--- src/rtl/instruction_encoder_pkg.sv ---
// Shared types and constants for the RISC-V instruction encoder.
package instruction_encoder_pkg;

    // Instruction format selector; codes 6 and 7 are not assigned.
    typedef enum logic [2:0] {
        FMT_R = 3'd0,
        FMT_I = 3'd1,
        FMT_S = 3'd2,
        FMT_B = 3'd3,
        FMT_U = 3'd4,
        FMT_J = 3'd5
    } fmt_e;

    // addi x0, x0, 0 -- emitted in place of any illegal bundle.
    localparam logic [31:0] NOP_INSTR = 32'h0000_0013;

endpackage

--- src/rtl/instruction_encoder_field_packer.sv ---
// Combinational packing of RISC-V fields into a 32-bit instruction word.
module instr_field_packer
    import instruction_encoder_pkg::*;
(
    input  logic [2:0]  fmt,
    input  logic [6:0]  opcode,
    input  logic [4:0]  rd,
    input  logic [2:0]  funct3,
    input  logic [4:0]  rs1,
    input  logic [4:0]  rs2,
    input  logic [6:0]  funct7,
    input  logic [31:0] imm,
    output logic [31:0] word,
    output logic        illegal
);

    // Place only the fields each format uses; illegal bundles collapse to a NOP.
    always_comb begin
        word    = '0;
        illegal = 1'b0;
        case (fmt)
            FMT_R:   word = {funct7, rs2, rs1, funct3, rd, opcode};
            FMT_I:   word = {imm[11:0], rs1, funct3, rd, opcode};
            FMT_S:   word = {imm[11:5], rs2, rs1, funct3, imm[4:0], opcode};
            FMT_B:   word = {imm[12], imm[10:5], rs2, rs1, funct3, imm[4:1], imm[11], opcode};
            FMT_U:   word = {imm[31:12], rd, opcode};
            FMT_J:   word = {imm[20], imm[10:1], imm[11], imm[19:12], rd, opcode};
            default: illegal = 1'b1;
        endcase
        // Every 32-bit RISC-V encoding ends in 2'b11.
        if (opcode[1:0] != 2'b11)
            illegal = 1'b1;
        if (illegal)
            word = NOP_INSTR;
    end

endmodule

--- src/rtl/instruction_encoder.sv ---
// One-entry registered encoder: packs field bundles into instruction words
// and tags each word with a byte address from a wrapping counter.
module instruction_encoder
    import instruction_encoder_pkg::*;
#(
    parameter logic [31:0] BASE_ADDR = 32'h0000_0000
)
(
    input  logic        clk,
    input  logic        rst_n,
    input  logic        in_valid,
    output logic        in_ready,
    input  logic [2:0]  fmt,
    input  logic [6:0]  opcode,
    input  logic [4:0]  rd,
    input  logic [2:0]  funct3,
    input  logic [4:0]  rs1,
    input  logic [4:0]  rs2,
    input  logic [6:0]  funct7,
    input  logic [31:0] imm,
    input  logic        addr_clear,
    output logic        out_valid,
    input  logic        out_ready,
    output logic [31:0] out_instr,
    output logic [31:0] out_addr,
    output logic        out_illegal
);

    logic [31:0] word_p0;
    logic        illegal_p0;
    logic        accept;
    logic        handshake;
    logic [31:0] addr_q;

    instr_field_packer u_packer (
        .fmt     (fmt),
        .opcode  (opcode),
        .rd      (rd),
        .funct3  (funct3),
        .rs1     (rs1),
        .rs2     (rs2),
        .funct7  (funct7),
        .imm     (imm),
        .word    (word_p0),
        .illegal (illegal_p0)
    );

    // The single output slot can refill in the same cycle it drains.
    assign in_ready  = !out_valid || out_ready;
    assign accept    = in_valid && in_ready;
    assign handshake = out_valid && out_ready;
    assign out_addr  = addr_q;

    // Stage p0 -> p1: capture the packed word on accept, hold it under backpressure.
    always_ff @(posedge clk or negedge rst_n) begin
        if (!rst_n) begin
            out_valid   <= 1'b0;
            out_instr   <= '0;
            out_illegal <= 1'b0;
        end else if (accept) begin
            out_valid   <= 1'b1;
            out_instr   <= word_p0;
            out_illegal <= illegal_p0;
        end else if (handshake) begin
            out_valid   <= 1'b0;
        end
    end

    // Address of the word in the output slot; clear wins over an advance.
    always_ff @(posedge clk or negedge rst_n) begin
        if (!rst_n)
            addr_q <= BASE_ADDR;
        else if (addr_clear)
            addr_q <= BASE_ADDR;
        else if (handshake)
            addr_q <= addr_q + 32'd4;
    end

endmodule
--- config.mk ---
export PLATFORM = sky130hd
export DESIGN_NAME = instruction_encoder
export DESIGN_NICKNAME = d
export VERILOG_FILES = /design/src/rtl/instruction_encoder_pkg.sv /design/src/rtl/instruction_encoder_field_packer.sv /design/src/rtl/instruction_encoder.sv
export SDC_FILE = /design/constraint.sdc
export NUM_CORES = 1
export LEC_CHECK = 0
export CORE_MARGIN = 1
export CORE_UTILIZATION = 44
export DETAILED_ROUTE_END_ITERATION = 10
export GPL_TIMING_DRIVEN = 0
export PLACE_DENSITY_LB_ADDON = 0.12
export SLEW_MARGIN = 0
export SYNTH_ARGS = -nofsm -noshare
export SYNTH_HDL_FRONTEND = slang
export SYNTH_HIERARCHICAL = 1
export SYNTH_SLANG_ARGS = --single-unit
--- constraint.sdc ---
create_clock -name clk -period 2.85 [get_ports clk]
set_clock_uncertainty 0.05 [all_clocks]
set_input_delay 0.4275 -clock clk [delete_from_list [all_inputs] [get_ports clk]]
set_output_delay 0.4275 -clock clk [all_outputs]
set_load 0.1 [all_outputs]
==> summary.md <==
| Metric | Value |
|---|---|
| Outcome | `completed` |
| GR Util All Layers | `23.1%` |
| Layout area overhead | `47.1%` |
| Cells after Synth | `366` |
| Worst slack at placement | `0.0832 ns` |
| Port Buf Inserts | `135` |
| Kind of critical path | `in -> out` |
| Commonest non-fill, non-tap cells in the layout | `134 x clkdlybuf4s50_1, 64 x dfrtp_1, 42 x a21oi_1, 40 x mux2_2, 33 x nor2_1` |
| Synth cell types | `37` |
| Post-Layout Inst Area | `0.00523 mm2` |
| N_diodes | `0` |
| Syn avg cell area | `9.71 um2` |
| Worst-skew pair later-pin latency | `0.33 ns` |
| Final Hold Vio Count | `0` |
| Clock sinks | `64` |
| Pleak | `0.00212 uW` |
| Io pins | `139` |
| Core Footprint | `0.00777 mm2` |
| Min-Delay Path Class | `in -> async` |
| DIE AREA | `0.00844 mm2` |
| FF+latch count, synth | `64` |
| Setup crit end kind | `primary output` |
| Avg WL per Cell | `15.5 um` |
| Vias per cell | `5.46` |
| Nets@finish | `587` |
| Hold Buf Count CTS | `0` |
| Syn. warnings | `6` |
| H-tree depth | `3` |
| Detailed Place HPWL | `7.20 mm` |
| Most common cell after layout, fill and taps aside | `clkdlybuf4s50_1` |
| Max IR drop VDD | `0.000368 V` |
| # fillers | `669` |
| Crit share post-route | `97.1%` |
| Setup bufs post-CTS | `0` |
| CTS tree | `yes` |
| Tmin final | `2.77 ns` |
| # rows | `32` |
| Die Ht | `91.9 um` |
| Seq/Total Area, Yosys | `45.1%` |
| CP arrival | `2.29 ns` |
| Clock slew at reported path FFs | `0.07 ns` |
| CP required | `2.37 ns` |
| Fin worst setup slack | `0.0841 ns` |
| Count of pins over their slew limit | `0` |
| Startpoint types | `input pin` |
| Mapped cell area | `0.00355 mm2` |
| Pin count of the biggest net entering global routing | `65` |
| Placed Area | `0.00504 mm2` |
| DRC | `0` |
| Top cell type's share of synthesized area | `45.1%` |
| Initial antenna violation count | `0` |
| Share of cells above drive strength 1 | `14.9%` |
| DRT antenna net count | `0` |
| Worst-Margin Slew | `1.03 ns` |
| MaxCap Viol Count | `0` |
| Num CTS Buffers | `9` |
| Setup violations, final | `0` |
| Crit Path Max Fanout | `5` |
| Max Clock Freq | `362 MHz` |
| Largest area contributor in the synthesized netlist | `dfrtp_1` |
| PwrDens | `453 mW/mm2` |
| First-pass GRT wire length | `15.3 mm` |
| Slew headroom | `30.9%` |
| GP Congestion | `0.870` |
| Cts repair resizes | `0` |
| Placed Instances | `605` |
| Vias | `3387` |
| Top post-synthesis cells by area | `dfrtp_1 45%, mux2_2 13%, a21oi_1 5.9%, nor2_1 3.5%, o31ai_1 3.0%` |
| Layout Cells excl Fill | `620` |
| CTS Buffer Depth | `2` |
| Root cell of the clock tree | `clkbuf_8` |
| 1st-pass router iterations | `4` |
| Chip width | `91.9 um` |
| Starting Density | `45.8%` |
| RSZ-0062 raised after global routing | `false` |
| GRT Residual Overflow | `0` |
| DR iter-0 viols | `139` |
| WL final | `9.60 mm` |
| Vias in the first global route | `3129` |
[logic make-up after synthesis]
kind of cell | Yosys count | share of synthesized area [%]
buffers and inverters | 41 | 5.98
other | 2 | 0.211
AOI/OAI and AO/OA | 89 | 15.3
and+or+nand+nor | 117 | 17.4
xor gates and xnor gates | 9 | 2.22
muxes | 43 | 13.5
adders and majority gates | 1 | 0.352
DFF | 64 | 45.1
[worst max-delay path: stages]
cell and delay [ns]:
clkdlybuf4s50_1 0.56, nand2b_2 0.17, clkdlybuf4s50_1 1.13
[cells in the mapped netlist]
cell type and instances:
o31ai_1 14, and4_1 3, nor4b_1 1, nor2_1 33, clkbuf_1 8, nor2b_1 8, buf_6 4, a22oi_1 12
o21ai_0 7, nand2b_1 2, xnor2_1 7, conb_1 2, nand3_1 10, inv_1 14, xor2_1 2, nor4_1 3
ha_1 1, or4_1 14, a211o_1 2, or4_4 2, nand2_1 22, a2bb2oi_1 4, or2_2 2, inv_2 1
mux2i_1 3, buf_4 6, or3_1 9, buf_1 3, a21oi_2 2, mux2_2 40, a21oi_1 42, o21ai_1 5
nor3_1 1, nand4_1 7, a211oi_1 1, buf_2 5, dfrtp_1 64
[worst paths after layout]
check	startpoint	to	slack, ns	depth (start not counted)
setup / recovery	out_ready	in_ready	0.08	3
hold / removal	rst_n	out_addr[24]	0.13	1
setup reg to reg	out_addr[2]	out_addr[22]	0.47	7
hold reg to reg	out_instr[20]	out_instr[20]	0.46	1
max in group asynchronous	rst_n	out_instr[20]	2.08	1
min in group clk	out_instr[20]	out_instr[20]	0.46	1
[through the flow]
stage / utilization, % / setup TNS, ns / total power (uW) / hold slack [ns]
2_1_floorplan: - / 0 / 1390 / 0.0819
3_3_place_gp: 64.9 / -56.11 / 1620 / 0.436
3_5_place_dp: 64.9 / 0 / 1630 / 0.445
4_1_cts: 67.3 / 0 / 2390 / 0.164
5_1_grt: 67.3 / 0 / 2460 / 0.191
6_report: 67.3 / 0 / 2370 / 0.133
[metal layers]
| metal | track usage (%) | part of all wire (%) |
|---|---|---|
| met5 | 0 | 0 |
| met4 | 9.38 | 2.0 |
| met3 | 4.56 | 6.8 |
| met2 | 36.9 | 48 |
| met1 | 30.7 | 44 |
[state kept, by name, indices dropped and copies added (netlist names)]
signal	count
out_instr	32
out_addr	30
out_illegal	1
out_valid	1
[report_power, final]
group | internal, uW | switching, uW
combinational | 225 | 423
sequential | 942 | 20.2
clock | 422 | 336
total | 1590 | 779
[area by class of cell]
cell class,count,area (um2),area share [%]
multi-input cells,263,1750,33.5
flip-flops and latches,64,1600,30.6
repair buffers,135,1350,25.8
plain buffers,26,156,2.99
clock buffers,12,145,2.78
well taps,102,128,2.44
inverters,15,56.3,1.08
clock inverters,3,42.5,0.814
No activity file was read; power rests on OpenSTA's default activity.
